--- config.mk ---
export PLATFORM = sky130hd
export DESIGN_NAME = multicycle_adder
export DESIGN_NICKNAME = d
export VERILOG_FILES = /design/src/rtl/multicycle_adder.sv
export SDC_FILE = /design/constraint.sdc
export NUM_CORES = 1
export LEC_CHECK = 0
export CORE_MARGIN = 2
export CORE_UTILIZATION = 29
export CTS_BUF_LIST = sky130_fd_sc_hd__clkbuf_16
export CTS_CLUSTER_DIAMETER = 80
export DETAILED_ROUTE_END_ITERATION = 12
export MAX_ROUTING_LAYER = met4
export PLACE_DENSITY = 0.48
export SLEW_MARGIN = 10
export SYNTH_ARGS = -nofsm -noshare
export SYNTH_HDL_FRONTEND = slang
export SYNTH_SLANG_ARGS = --single-unit
--- constraint.sdc ---
create_clock -name clk -period 10.9 [get_ports clk]
set_input_delay 1.09 -clock clk [delete_from_list [all_inputs] [get_ports clk]]
set_output_delay 1.09 -clock clk [all_outputs]
set_load 0.1 [all_outputs]
--- src/rtl/multicycle_adder.sv ---
// Multi-cycle add/subtract unit: one SLICE-bit digit per clock through a
// full-adder ripple, with the carry registered between digits.
module multicycle_adder #(
    parameter int WIDTH = 16,
    parameter int SLICE = 4
) (
    input  logic             clk,
    input  logic             rst,
    input  logic             in_valid,
    output logic             in_ready,
    input  logic [WIDTH-1:0] a,
    input  logic [WIDTH-1:0] b,
    input  logic             c_in,
    input  logic             sub,
    output logic             out_valid,
    input  logic             out_ready,
    output logic [WIDTH-1:0] sum,
    output logic             c_out,
    output logic             ovf,
    output logic             zero
);

    localparam int NSLICE = WIDTH / SLICE;
    localparam int CW     = (NSLICE > 1) ? $clog2(NSLICE) : 1;

    typedef enum logic [1:0] {IDLE, BUSY, DONE} stateT;

    stateT             state;
    stateT             nextState;
    logic [WIDTH-1:0]  aReg;
    logic [WIDTH-1:0]  bReg;
    logic              carryReg;
    logic [CW-1:0]     sliceCnt;
    logic              lastSlice;
    logic [31:0]       shiftAmt;
    logic [WIDTH-1:0]  aShift;
    logic [WIDTH-1:0]  bShift;
    logic [SLICE-1:0]  sliceA;
    logic [SLICE-1:0]  sliceB;
    logic [SLICE-1:0]  digit;
    logic              ripple;
    logic              sliceCarry;
    logic [WIDTH-1:0]  nextSum;

    assign lastSlice = (sliceCnt == CW'(NSLICE - 1));

    always_ff @(posedge clk or negedge rst) begin
        if (!rst) begin
            state <= IDLE;
        end else begin
            state <= nextState;
        end
    end

    always_comb begin
        nextState = state;
        case (state)
            IDLE:    if (in_valid) nextState = BUSY;
            BUSY:    if (lastSlice) nextState = DONE;
            DONE:    if (out_ready) nextState = IDLE;
            default: nextState = IDLE;
        endcase
    end

    always_comb begin
        in_ready  = (state == IDLE);
        out_valid = (state == DONE);
    end

    // Select the current digit by shifting, then ripple it through SLICE full-adder cells.
    always_comb begin
        shiftAmt = 32'(sliceCnt) * 32'(SLICE);
        aShift   = aReg >> shiftAmt;
        bShift   = bReg >> shiftAmt;
        sliceA   = aShift[SLICE-1:0];
        sliceB   = bShift[SLICE-1:0];
        digit    = '0;
        ripple   = carryReg;
        for (int i = 0; i < SLICE; i++) begin
            digit[i] = sliceA[i] ^ sliceB[i] ^ ripple;
            ripple   = (sliceA[i] & sliceB[i]) | (ripple & (sliceA[i] ^ sliceB[i]));
        end
        sliceCarry = ripple;
        nextSum    = (sum & ~(WIDTH'({SLICE{1'b1}}) << shiftAmt))
                   | (WIDTH'(digit) << shiftAmt);
    end

    // Subtract is folded in at acceptance: B and the carry are inverted once.
    always_ff @(posedge clk or negedge rst) begin
        if (!rst) begin
            aReg     <= '0;
            bReg     <= '0;
            carryReg <= 1'b0;
            sliceCnt <= '0;
            sum      <= '0;
            c_out    <= 1'b0;
            ovf      <= 1'b0;
            zero     <= 1'b0;
        end else begin
            case (state)
                IDLE: begin
                    if (in_valid) begin
                        aReg     <= a;
                        bReg     <= sub ? ~b : b;
                        carryReg <= sub ? ~c_in : c_in;
                        sliceCnt <= '0;
                    end
                end
                BUSY: begin
                    sum      <= nextSum;
                    carryReg <= sliceCarry;
                    sliceCnt <= sliceCnt + CW'(1);
                    if (lastSlice) begin
                        c_out <= sliceCarry;
                        ovf   <= (aReg[WIDTH-1] == bReg[WIDTH-1]) &&
                                 (nextSum[WIDTH-1] != aReg[WIDTH-1]);
                        zero  <= (nextSum == '0);
                    end
                end
                default: ;
            endcase
        end
    end

endmodule

After elaboration in Yosys (flattened, before gate mapping)

Cells that the tools add are included.

Input bits: 38
Bits in registers: 56

Add/subtract/negate cells: 1
Equal/unequal tests: 8
Bitwise logic cells: 25
Muxes and demuxes: 10
Shift-type cells: 4
Reductions and logical operators: 8

Operators by type and width:

| operator                                               | number |
|---|---|
| inverter 16 bit                                        | 2 |
| >> shifter 16 x 4 -> 4 bit                             | 2 |
| bitwise AND 16 bit                                     | 1 |
| zero test 16 bit                                       | 1 |
| 2-to-1 mux 16 bit                                      | 1 |
| OR 16 bit                                              | 1 |
| left shift 4 x 4 -> 16 bit                             | 1 |
| left shift 4 x 4 -> 16 bit (first input constant)      | 1 |
| bitwise AND 1 bit                                      | 8 |
| 2-to-1 mux 2 bit                                       | 4 |
| XOR 1 bit                                              | 8 |
| case mux 2 bit (3 select lines)                        | 1 |
| AND reduction 2 bit                                    | 3 |
| equality test 2 bit (second input constant)            | 2 |
| inequality test 2 bit (second input constant)          | 2 |
| OR 1 bit                                               | 4 |
| case mux 2 bit (2 select lines)                        | 1 |
| AND reduction 3 bit                                    | 1 |
| adder 2 x 1 -> 2 bit (second input constant)           | 1 |
| equality test 2 x 1 -> 1 bit (second input constant)   | 1 |
| zero test 2 bit                                        | 1 |
| 2-to-1 mux 1 bit                                       | 2 |
| inequality test 2 x 1 -> 1 bit (second input constant) | 1 |
| case mux 1 bit (2 select lines)                        | 1 |
| other kinds (5)                                        | 5 |

Longest topological paths before layout

Gate-level depths: netlist of run 1.

Depth after elaboration: 13
Gate-level depth with buffers: 15
Mapped depth without buffers: 13

Worst setup path before layout of run 1

No wires, ideal clock.

Kind: register to register
Start point: register sliceCnt[1]
End point: register zero
Required time: 10.808 ns
Library setup time: 0.092 ns
Path slack: 7.236 ns
Cell stages (with the launch flop): 16
Data arrival time: 3.572 ns
Buffers on the path: 2
Period minus slack after synthesis: 3.664 ns
Cell sequence: dfrtp_1 buf_6 clkbuf_1 mux4_1 inv_1 fa_1 inv_1 fa_1 inv_1 fa_1 inv_1 fa_1 nand2b_1 a22o_1 or4_4 o31ai_2

Cells in the longest elaborated chain, start to end: 12
Elaborated cells on any way between the ends: 27
Those cells by class: 1 x eq/ne; 4 x shift; 20 x bitwise; 2 x reduce/logical

RTL lines:

| what                                                 | RTL line | source |
|---|---|---|
| start: declaration                                   | 33       | `logic [CW-1:0] sliceCnt;` |
| start signal: assignment                             | 112      | `sliceCnt <= sliceCnt + CW'(1);` |
| >> shifter 16 x 4 -> 4 bit, on equally long branches | 73, 74   |  |
| XOR 1 bit                                            | 80, 81   |  |
| bitwise AND 1 bit                                    | 81       | `ripple = (sliceA[i] & sliceB[i]) \| (ripple & (sliceA[i] ^ sliceB[i]));` |
| OR 1 bit                                             | 81       |  |
| bitwise AND 1 bit                                    | 81       |  |
| OR 1 bit                                             | 81       |  |
| bitwise AND 1 bit                                    | 81       |  |
| OR 1 bit                                             | 81       |  |
| XOR 1 bit                                            | 80       | `digit[i] = sliceA[i] ^ sliceB[i] ^ ripple;` |
| left shift 4 x 4 -> 16 bit                           | 85       | `\| (WIDTH'(digit) << shiftAmt);` |
| OR 16 bit                                            | 85       |  |
| zero test 16 bit                                     | 117      | `zero <= (nextSum == '0);` |
| end signal: assignment                               | 117      |  |
| end: declaration                                     | 20       | `output logic zero` |

Several ways; a longest one is shown, not always the timed one.
A chain may end at the register's enable or synchronous reset.

Worst setup path in the final report of run 1

Same ends and word-level chain as after synthesis.

==> key figures, run 1 <==
Critical path
  • Worst setup EP type: flip-flop
  • Worst setup path category: reg -> reg
  • WP buf/inv: 4
  • Worst path max stage delay: 0.84 ns
  • Req. time, crit path: 11.10 ns
  • FF-to-FF End: zero$_DFFE_PN0P_
  • Worst reg-to-reg path cell count: 13
  • Worst Setup Start Kind: flip-flop
  • Worst-path cell chain: mux4_1 -> inv_1 -> fa_1 -> inv_1 -> fa_1 -> inv_1 -> fa_1 -> inv_1 -> fa_1 -> nand2b_1 -> a22o_1 -> or4_4 -> o31ai_2
  • Critical path arrival: 4.13 ns
  • Cell count along the critical path: 13
  • Critical path's slowest cell: dfrtp_1
  • Reg-to-reg slack, setup: 6.98 ns
  • FF-to-FF Start: sliceCnt[1]$_DFFE_PN0P_
  • Worst Path Max Fanout: 21
  • Worst path top cell family by delay: adder cells

Clock network
  • CTS tree: yes
  • Clk sink count: 56
  • Clk Latency, worst-skew pair: 0.29 ns
  • CTS buffer count: 5
  • H-tree depth: 2
  • Clock-pin slew on the worst setup and hold paths: 0.07 ns
  • Hold_buf cts: 0
  • Root buf cell: clkbuf_16
  • Post-cts sizing count: 0
  • Post-CTS Setup Inserts: 0
  • Clock Path Buffers: 2

Finish
  • Finished Layout Cells: 462
  • Final layout net count: 378
  • Layout cell share with drive strength beyond 1: 6.91%
  • Area Overhead vs Synth: 30.2%
  • FILL cells: 961
  • Ant diodes: 0
  • Design area: 3660 um^2

Timing
  • Slew of the pin with the lowest slew margin: 0.975 ns
  • Slew HR: 34.8%
  • Min cycle time layout: 3.92 ns
  • Final Hold Fails: 0
  • Fin Setup TNS: 0 ns
  • Final Skew: 0.00505 ns
  • Unrepaired setup endpoints after global routing: false
  • FMAX: 0.255 GHz
  • Final Cycle Share: 36.0%
  • Max-slew violations: 0
  • Final setup violating endpoints: 0

Global routing
  • First-pass GRT wire length: 10400 um
  • Vias in the first global route: 2115
  • Largest net degree at the start of global routing: 57
  • GRT Residual Overflow: 0
  • Initial antenna violation count: 0
  • GRT Resource Usage Total: 13.2%

Synth
  • Post-synthesis register bit count: 56
  • Synth unique cells: 39
  • Syn avg cell area: 10.1 um^2
  • Post-Syn Nets: 325
  • Synth Cell Area: 2820 um^2
  • Synth top area share: 49.8%
  • Mapped Cells: 279
  • Synth area leaders: dfrtp_1 (50%), nand2_1 (11%), xnor2_1 (5.0%)
  • Area leader, netlist: dfrtp_1
  • Synth Warn #: 0
  • Sequential fraction of the synthesis area: 49.8%

Detailed routing
  • Metal2 WL: 2880 um
  • Antenna-violating nets left: 0
  • Drt pass-1 iters: 4
  • Uppermost layer routed: met4
  • DRC violations left: 0
  • Initial drt markers: 82
  • DRT Wirelength: 6170 um
  • M1 wire length: 2940 um
  • Via count: 2088
  • Average routed wire per standard cell: 13.3 um
  • Met3 WL post-DR: 249 um
  • DR vias/cell: 4.52

Placement
  • DP HPWL: 4540 um
  • Number of port buffers: 58
  • Dpl cells: 454
  • GPL Wtd Cong: 0.866
  • Post-DP Area: 3500 um^2

Hold path
  • Hold path cells: 2
  • Worst Hold End: aReg[1]$_DFFE_PN0P_
  • Origin of the worst min-delay path: aReg[1]$_DFFE_PN0P_
  • Worst hold-check path type: reg -> reg

Floorplan
  • Starting Density: 30.2%
  • Die area: 10500 um^2
  • Total core area: 9330 um^2
  • IO Count: 59
  • Die width: 103 um
  • Die Y: 103 um
  • Row count: 35

Run status
  • Outcome: completed

Flow run
  • Max-Cap Viols: 0
cells by family after synthesis:
logic type               Yosys count  synth area share (%)
AO/OA/AOI/OAI                     50                  11.7
adder cells (fa/ha/maj)            8                  4.62
XOR/XNOR                          17                  5.29
multiplexers                       9                  7.20
AND/OR/NAND/NOR                  108                  16.5
buffers and inverters             31                  4.89
flip-flops                        56                  49.8
final cells by class:
| cell class | count | area, um^2 | share of cell area [%] |
|---|---|---|---|
| Tap cell | 129 | 161 | 4.40 |
| Clock inverter | 3 | 38.8 | 1.06 |
| Inverter | 15 | 56.3 | 1.54 |
| Clock buffer | 5 | 125 | 3.41 |
| Timing Repair Buffer | 62 | 606 | 16.5 |
| Multi-Input combinational cell | 192 | 1280 | 34.8 |
| Sequential cell | 56 | 1400 | 38.2 |
worst max-delay path by stage:
stage | to | startpoint | slack (ns)
finish | zero$_DFFE_PN0P_ | sliceCnt[1]$_DFFE_PN0P_ | 6.98
global placement | zero$_DFFE_PN0P_ | sliceCnt[1]$_DFFE_PN0P_ | 7.05
CTS | zero$_DFFE_PN0P_ | sliceCnt[1]$_DFFE_PN0P_ | 6.93
global route | zero$_DFFE_PN0P_ | sliceCnt[1]$_DFFE_PN0P_ | 6.66
floorplan | zero$_DFFE_PN0P_ | sliceCnt[1]$_DFFE_PN0P_ | 7.24
detailed placement | zero$_DFFE_PN0P_ | sliceCnt[1]$_DFFE_PN0P_ | 6.94
metrics by stage:
| step | setup slack (ns) | hold WS, ns | util (%) |
|---|---|---|---|
| floorplan | 7.24 | 0.437 | - |
| global placement | 7.05 | 0.455 | 37.5 |
| detailed placement | 6.94 | 0.461 | 37.5 |
| CTS | 6.93 | 0.479 | 39.3 |
| global route | 6.66 | 0.496 | 39.3 |
| finish | 6.98 | 0.473 | 39.3 |
layout by cell type (no fill, tap or decap), types with 2 or more instances in the layout:
master and count:
inv_1 16, clkbuf_16 5, dfrtp_1 56, nor2b_1 2
o21ai_0 27, buf_4 4, nand3_1 4, o22ai_1 4
a41oi_1 2, a32o_1 6, mux4_2 5, nand2_1 80
clkdlybuf4s50_1 57, a22o_1 3, mux4_1 3, nor2_1 8
xnor2_1 16, ha_1 4, fa_1 4, nand2b_1 6
layer usage:
| layer | global-route usage [%] | up-vias |
|---|---|---|
| li1 | - | 1047 |
| met1 | 17.7 | 985 |
| met2 | 20.0 | 48 |
| met3 | 2.64 | 8 |
| met4 | 4.41 | 0 |
| met5 | - | - |
tightest hold or removal path, cell delays in order (launching register included):
cell	delay [ns]
dfrtp_1	0.34
nand2_1	0.05
nand2_1	0.05
synth_stat cells, drive strengths merged:
| master | n |
|---|---|
| nand2 | 81 |
| dfrtp | 56 |
| o21ai | 27 |
| xnor2 | 16 |
| inv | 15 |
| nor2 | 9 |
| buf | 8 |
| clkbuf | 8 |
| mux4 | 8 |
| nand2b | 7 |
| a32o | 6 |
| fa | 4 |
| ha | 4 |
| nand3 | 4 |
| o22ai | 4 |
| a22o | 3 |
| a41oi | 2 |
| nor2b | 2 |
| o31ai | 2 |
| a21boi | 1 |
| a21oi | 1 |
| a221o | 1 |
| a31oi | 1 |
| a32oi | 1 |
| and2 | 1 |
| mux2 | 1 |
| nor3 | 1 |
| o211ai | 1 |
| or3 | 1 |
| or4 | 1 |
| or4b | 1 |
| xor2 | 1 |
registers in the layout, indices dropped and copies added (netlist names):
signal    flops
aReg         16
bReg         16
c_out         1
carryReg      1
ovf           1
sliceCnt      2
state         2
sum          16
zero          1
Power of run 1 is not shown: default switching activity piles up to over one toggle a cycle in this logic, so the estimate is an artifact.
==> run 2: changes to the inputs <==
- clock period: 10.9 -> 3.65 ns (I/O delays scaled with it)
==> run 2 against run 1 <==
- utilization increased by 0.43 points
- clock-buffer cell count did not move
- cell area grew 1.1%
- clock skew shrank 0.0010 ns
- final cell count up 1.1%
- die area stayed put
- register-to-register slack got worse by 6.8 ns
- worst hold slack lost 0.33 ns
- fmax is 13% higher
- sequential share of layout area fell by 0.38 points
- critical path type unchanged
- largest cell class unchanged
==> key figures, run 2 (same netlist as run 1, synthesis figures left out) <==
Clock network
  • Root buf cell: clkbuf_16
  • Hold_buf cts: 0 (unchanged)
  • Clock Path Buffers: 2 (unchanged)
  • Clk sink count: 56 (unchanged)
  • CTS tree: yes
  • H-tree depth: 2 (unchanged)
  • CTS buffer count: 5 (unchanged)
  • Clock-pin slew on the worst setup and hold paths: 0.07 ns (about the same)
  • Clk Latency, worst-skew pair: 0.29 ns (about the same)

Finish
  • Register area: 1400 um^2 (about the same)
  • Layout cell share with drive strength beyond 1: 10.4% (+3.4 points)
  • Ant diodes: 0 (unchanged)
  • Design area: 3700 um^2 (+1.1%)
  • Finished Layout Cells: 467 (+1.1%)
  • Most common cell after layout, fill and taps aside: nand2_1
  • Area taken by multi-input logic gates: 1270 um^2 (-0.20%)
  • Highest-count cells in the layout ignoring fill and taps: nand2_1 (80), clkdlybuf4s50_1 (57), dfrtp_1 (55)
  • Final layout net count: 383 (+1.3%)
  • Top flop regs: aReg (16), bReg (16), sum (16)
  • Area Overhead vs Synth: 31.6%
  • FILL cells: 952 (-0.94%)

Timing
  • Fin Setup TNS: 0 ns (unchanged)
  • FMAX: 0.289 GHz (+13%)
  • Final Skew: 0.00403 ns (-0.00102 ns)
  • Max-slew violations: 0 (unchanged)
  • Final Cycle Share: 95.0% (+59 points)
  • Slew of the pin with the lowest slew margin: 1.09 ns (+0.119 ns)
  • Min cycle time layout: 3.47 ns (-0.459 ns)
  • Final Hold Slack: 0.143 ns (-0.330 ns)
  • Slew HR: 26.9% (-7.9 points)
  • Final setup violating endpoints: 0 (unchanged)
  • Final Hold Fails: 0 (unchanged)
  • Unrepaired setup endpoints after global routing: false

Global routing
  • GRT Residual Overflow: 0 (unchanged)
  • Initial antenna violation count: 0 (unchanged)
  • First-pass GRT wire length: 10500 um (+0.80%)
  • Vias in the first global route: 2042 (-3.5%)
  • Largest net degree at the start of global routing: 40 (-30%)
  • GRT Resource Usage Total: 13.3% (+0.15 points)

Placement
  • Post-DP Area: 3520 um^2 (+0.64%)
  • GPL Wtd Cong: 0.769 (-11%)
  • Dpl cells: 457 (+0.66%)
  • Number of port buffers: 58 (unchanged)
  • DP HPWL: 4800 um (+5.8%)

Floorplan
  • Die area: 10500 um^2 (unchanged)
  • Die Y: 103 um (unchanged)
  • Row count: 35 (unchanged)
  • Total core area: 9330 um^2 (unchanged)
  • Starting Density: 30.2% (unchanged)
  • Die width: 103 um (unchanged)
  • IO Count: 59 (unchanged)

Detailed routing
  • Average routed wire per standard cell: 13.8 um (+3.6%)
  • DRC violations left: 0 (unchanged)
  • Via count: 2077 (-0.53%)
  • Antenna-violating nets left: 0 (unchanged)
  • Initial drt markers: 60 (-27%)
  • DR vias/cell: 4.45 (-1.6%)
  • Drt pass-1 iters: 4 (unchanged)
  • DRT Wirelength: 6460 um (+4.8%)

Run status
  • Outcome: completed

Critical path
  • Req. time, crit path: 3.85 ns (-7.25 ns)
  • Critical path's slowest cell: mux4_2
  • Worst setup path category: reg -> reg
  • Critical path arrival: 3.67 ns (-0.46 ns)
  • Worst Setup Start Kind: flip-flop
  • Worst path most repeated cell: inv_1
  • Reg-to-reg slack, setup: 0.18 ns (-6.79 ns)
  • Worst-path cell chain: mux4_2 -> inv_1 -> fa_1 -> inv_1 -> fa_1 -> inv_1 -> fa_2 -> inv_2 -> fa_2 -> nand2b_1 -> a22o_1 -> or4_4 -> o31ai_2
  • Worst Path Max Fanout: 5 (-76%)
  • Worst path max stage delay: 0.51 ns (-0.33 ns)
  • Worst setup EP type: flip-flop

Flow run
  • Max-Cap Viols: 0 (unchanged)

Hold path
  • Worst hold-check path type: in -> async
[run 2: stage by stage]
stage / utilization [%] / setup slack (ns)
6_report: 39.7 / 0.184
5_1_grt: 39.7 / 0.0377
4_1_cts: 39.6 / 0.0434
3_5_place_dp: 37.8 / 0.0146
3_3_place_gp: 37.8 / 0.0717
2_1_floorplan: - / 0.0765
[run 2: final cells by class]
| type | instances | share of cell area (%) |
|---|---|---|
| repair buffers | 67 | 17.4 |
| well taps | 129 | 4.36 |
| clock inverters | 3 | 1.15 |
| multi-input cells | 192 | 34.4 |
| clock buffers | 5 | 3.38 |
| flip-flops and latches | 56 | 37.9 |
| inverters | 15 | 1.52 |
[run 2: worst paths after layout]
check,cells after the start,from,end
setup / recovery,13,sliceCnt[0]$_DFFE_PN0P_,zero$_DFFE_PN0P_
max in group asynchronous,2,rst,sliceCnt[0]$_DFFE_PN0P_
setup reg to reg,13,sliceCnt[0]$_DFFE_PN0P_,zero$_DFFE_PN0P_
min in group clk,2,aReg[6]$_DFFE_PN0P_,aReg[6]$_DFFE_PN0P_
hold / removal,1,rst,sum[12]$_DFFE_PN0P_
hold reg to reg,2,aReg[6]$_DFFE_PN0P_,aReg[6]$_DFFE_PN0P_
[run 2: critical path, delay by kind of cell (launching register included)]
family / cells / cell delay, ns
flops: 1 / 0.42
fa+ha+maj: 4 / 1.19
compound gates: 2 / 0.34
buf+inv: 4 / 0.26
simple gates: 2 / 0.66
mux: 1 / 0.51
[run 2: timing repair]
action,CTS,global route
setup endpoints to repair,1,1
setup buffers,0,2
pin swaps,0,1
resized for setup,1,5
[run 2: layer usage]
metal	vias up	share of wire, %	track usage [%]
met5	-	0	-
met2	49	46	20.2
li1	1051	-	-
met3	2	4.5	3.05
met4	0	0.29	2.46
met1	975	50	18.5
Power of run 2 is left out for the same reason.
==> run 3: changes to the inputs <==
- CELL_PAD_IN_SITES_DETAIL_PLACEMENT: not set -> 0
- CELL_PAD_IN_SITES_GLOBAL_PLACEMENT: not set -> 2
- PLACE_DENSITY: 0.48 -> 0.72
- SLEW_MARGIN: 10 -> 5
==> run 3 against run 2 <==
- via count grew 2.2%
- final cell count fell by 0.21%
- register-to-register slack worse by 0.05 ns
- die area is the same
- worst setup slack worse by 0.049 ns
- global-route usage is 0.49 points higher
- critical endpoint unchanged
- first-iteration DRC count fell by 5.0%
==> key figures, run 3 (same netlist as run 1, synthesis figures left out) <==
Hold path
  • Worst hold-check path type: in -> async

Placement
  • DP HPWL: 5010 um (+4.4%)
  • GPL Wtd Cong: 0.768 (-0.17%)
  • Dpl cells: 459 (+0.44%)
  • Number of port buffers: 58 (unchanged)

Finish
  • Top flop regs: aReg (16), bReg (16), sum (16)
  • Highest-count cells in the layout ignoring fill and taps: nand2_1 (80), clkdlybuf4s50_1 (57), dfrtp_1 (55)
  • Ant diodes: 0 (unchanged)
  • Most common cell after layout, fill and taps aside: nand2_1
  • Finished Layout Cells: 466 (-0.21%)
  • Final layout net count: 383 (unchanged)
  • Layout cell share with drive strength beyond 1: 11.3% (+0.92 points)
  • FILL cells: 941 (-1.2%)
  • Area Overhead vs Synth: 31.6% (about the same)

Critical path
  • Worst Setup Start Kind: flip-flop
  • Worst path most repeated cell: fa_2
  • Critical path arrival: 3.72 ns (+0.05 ns)
  • FF-to-FF Start: sliceCnt[0]$_DFFE_PN0P_
  • Worst-path cell chain: buf_6 -> mux4_2 -> fa_1 -> inv_1 -> fa_2 -> inv_2 -> fa_2 -> nand2b_4 -> a22o_1 -> or4_4 -> o31ai_4
  • FF-to-FF End: zero$_DFFE_PN0P_
  • Worst Path Max Fanout: 13 (+8)
  • Worst setup EP type: flip-flop
  • Worst setup path category: reg -> reg
  • Reg-to-reg slack, setup: 0.14 ns (-0.05 ns)
  • Worst path max stage delay: 0.54 ns (+0.03 ns)
  • Worst reg-to-reg path cell count: 11 (-2)
  • Req. time, crit path: 3.86 ns (about the same)
  • Critical path's slowest cell: mux4_2

Global routing
  • Initial antenna violation count: 0 (unchanged)
  • Vias in the first global route: 2145 (+5.0%)
  • GRT Resource Usage Total: 13.8% (+0.49 points)
  • GRT Residual Overflow: 0 (unchanged)
  • Largest net degree at the start of global routing: 38 (-5.0%)
  • First-pass GRT wire length: 10800 um (+2.9%)

Floorplan
  • IO Count: 59 (unchanged)
  • Die area: 10500 um^2 (unchanged)
  • Starting Density: 30.2% (unchanged)
  • Row count: 35 (unchanged)
  • Die width: 103 um (unchanged)
  • Total core area: 9330 um^2 (unchanged)
  • Die Y: 103 um (unchanged)

Detailed routing
  • Average routed wire per standard cell: 14.2 um (+2.7%)
  • DRC violations left: 0 (unchanged)
  • DR vias/cell: 4.55 (+2.4%)
  • DRT Wirelength: 6620 um (+2.5%)
  • Drt pass-1 iters: 5 (+1)
  • Initial drt markers: 57 (-5.0%)
  • Antenna-violating nets left: 0 (unchanged)
  • Via count: 2122 (+2.2%)

Clock network
  • CTS tree: yes
  • H-tree depth: 2 (unchanged)
  • Clock-pin slew on the worst setup and hold paths: 0.07 ns (about the same)
  • CTS buffer count: 5 (unchanged)
  • Post-CTS Setup Inserts: 0 (unchanged)
  • Clk sink count: 56 (unchanged)
  • Clock Path Buffers: 2 (unchanged)
  • Clk Latency, worst-skew pair: 0.29 ns (about the same)
  • Root buf cell: clkbuf_16

Timing
  • FMAX: 0.285 GHz (-1.4%)
  • Final Cycle Share: 96.3% (+1.3 points)
  • Slew of the pin with the lowest slew margin: 0.983 ns (-0.111 ns)
  • Final setup violating endpoints: 0 (unchanged)
  • Slew HR: 34.2% (+7.4 points)
  • Fin Setup TNS: 0 ns (unchanged)
  • Min cycle time layout: 3.51 ns (+0.0488 ns)
  • Final Skew: 0.00632 ns (+0.00229 ns)
  • Final Hold Fails: 0 (unchanged)
  • Max-slew violations: 0 (unchanged)

Run status
  • Outcome: completed

Flow run
  • Max-Cap Viols: 0 (unchanged)
[run 3: cell types whose count changed in the layout (fill, tap and decap cells not counted), sizes merged]
cell / before / now
bufinv: 1 / 0
[run 3: layout make-up]
type | instances | area, um^2 | share of cell area (%)
clock buffers | 5 | 125 | 3.38
clock inverters | 2 | 12.5 | 0.338
inverters | 15 | 56.3 | 1.52
multi-input cells | 192 | 1300 | 35.1
flip-flops and latches | 56 | 1400 | 37.8
well taps | 129 | 161 | 4.36
repair buffers | 67 | 647 | 17.5
[run 3: worst max-delay path: cells and delay by family, from the launching register on]
kind | cells | cell delay (ns)
compound gates | 2 | 0.34
fa+ha+maj | 3 | 1.13
buf+inv | 3 | 0.31
flops | 1 | 0.42
mux | 1 | 0.54
simple gates | 2 | 0.68
[run 3: metrics by stage]
stage	util, %	hold WS, ns	instance area (um^2)	setup slack (ns)
2_1_floorplan	-	0.0694	2820	0.0765
3_3_place_gp	37.9	0.459	3540	0.145
3_5_place_dp	37.9	0.464	3540	0.113
4_1_cts	39.4	0.208	3680	0.0748
5_1_grt	39.7	0.231	3710	-0.00781
6_report	39.7	0.164	3710	0.135
[run 3: what timing repair did]
action | in CTS | in global routing
setup endpoints to repair | 0 | 1
hold buffers | 0 | 0
resized for setup | 0 | 12
[run 3: worst max path at each step]
stage,startpoint,to,depth (start not counted),slack (ns)
after CTS,sliceCnt[0]$_DFFE_PN0P_,zero$_DFFE_PN0P_,11,0.07
after global routing,sliceCnt[0]$_DFFE_PN0P_,zero$_DFFE_PN0P_,13,-0.008
final,sliceCnt[0]$_DFFE_PN0P_,zero$_DFFE_PN0P_,11,0.14
after floorplan,sliceCnt[1]$_DFFE_PN0P_,zero$_DFFE_PN0P_,15,0.08
after global placement,sliceCnt[0]$_DFFE_PN0P_,zero$_DFFE_PN0P_,11,0.14
after detailed placement,sliceCnt[0]$_DFFE_PN0P_,zero$_DFFE_PN0P_,11,0.11
[run 3: layer usage]
layer | up-vias | track usage, % | wire, um
met3 | 7 | 2.44 | 259
met5 | - | - | 0
met2 | 47 | 21.2 | 3070
met4 | 0 | 4.00 | 50
li1 | 1051 | - | -
met1 | 1017 | 18.8 | 3240
Power of run 3 is left out for the same reason.
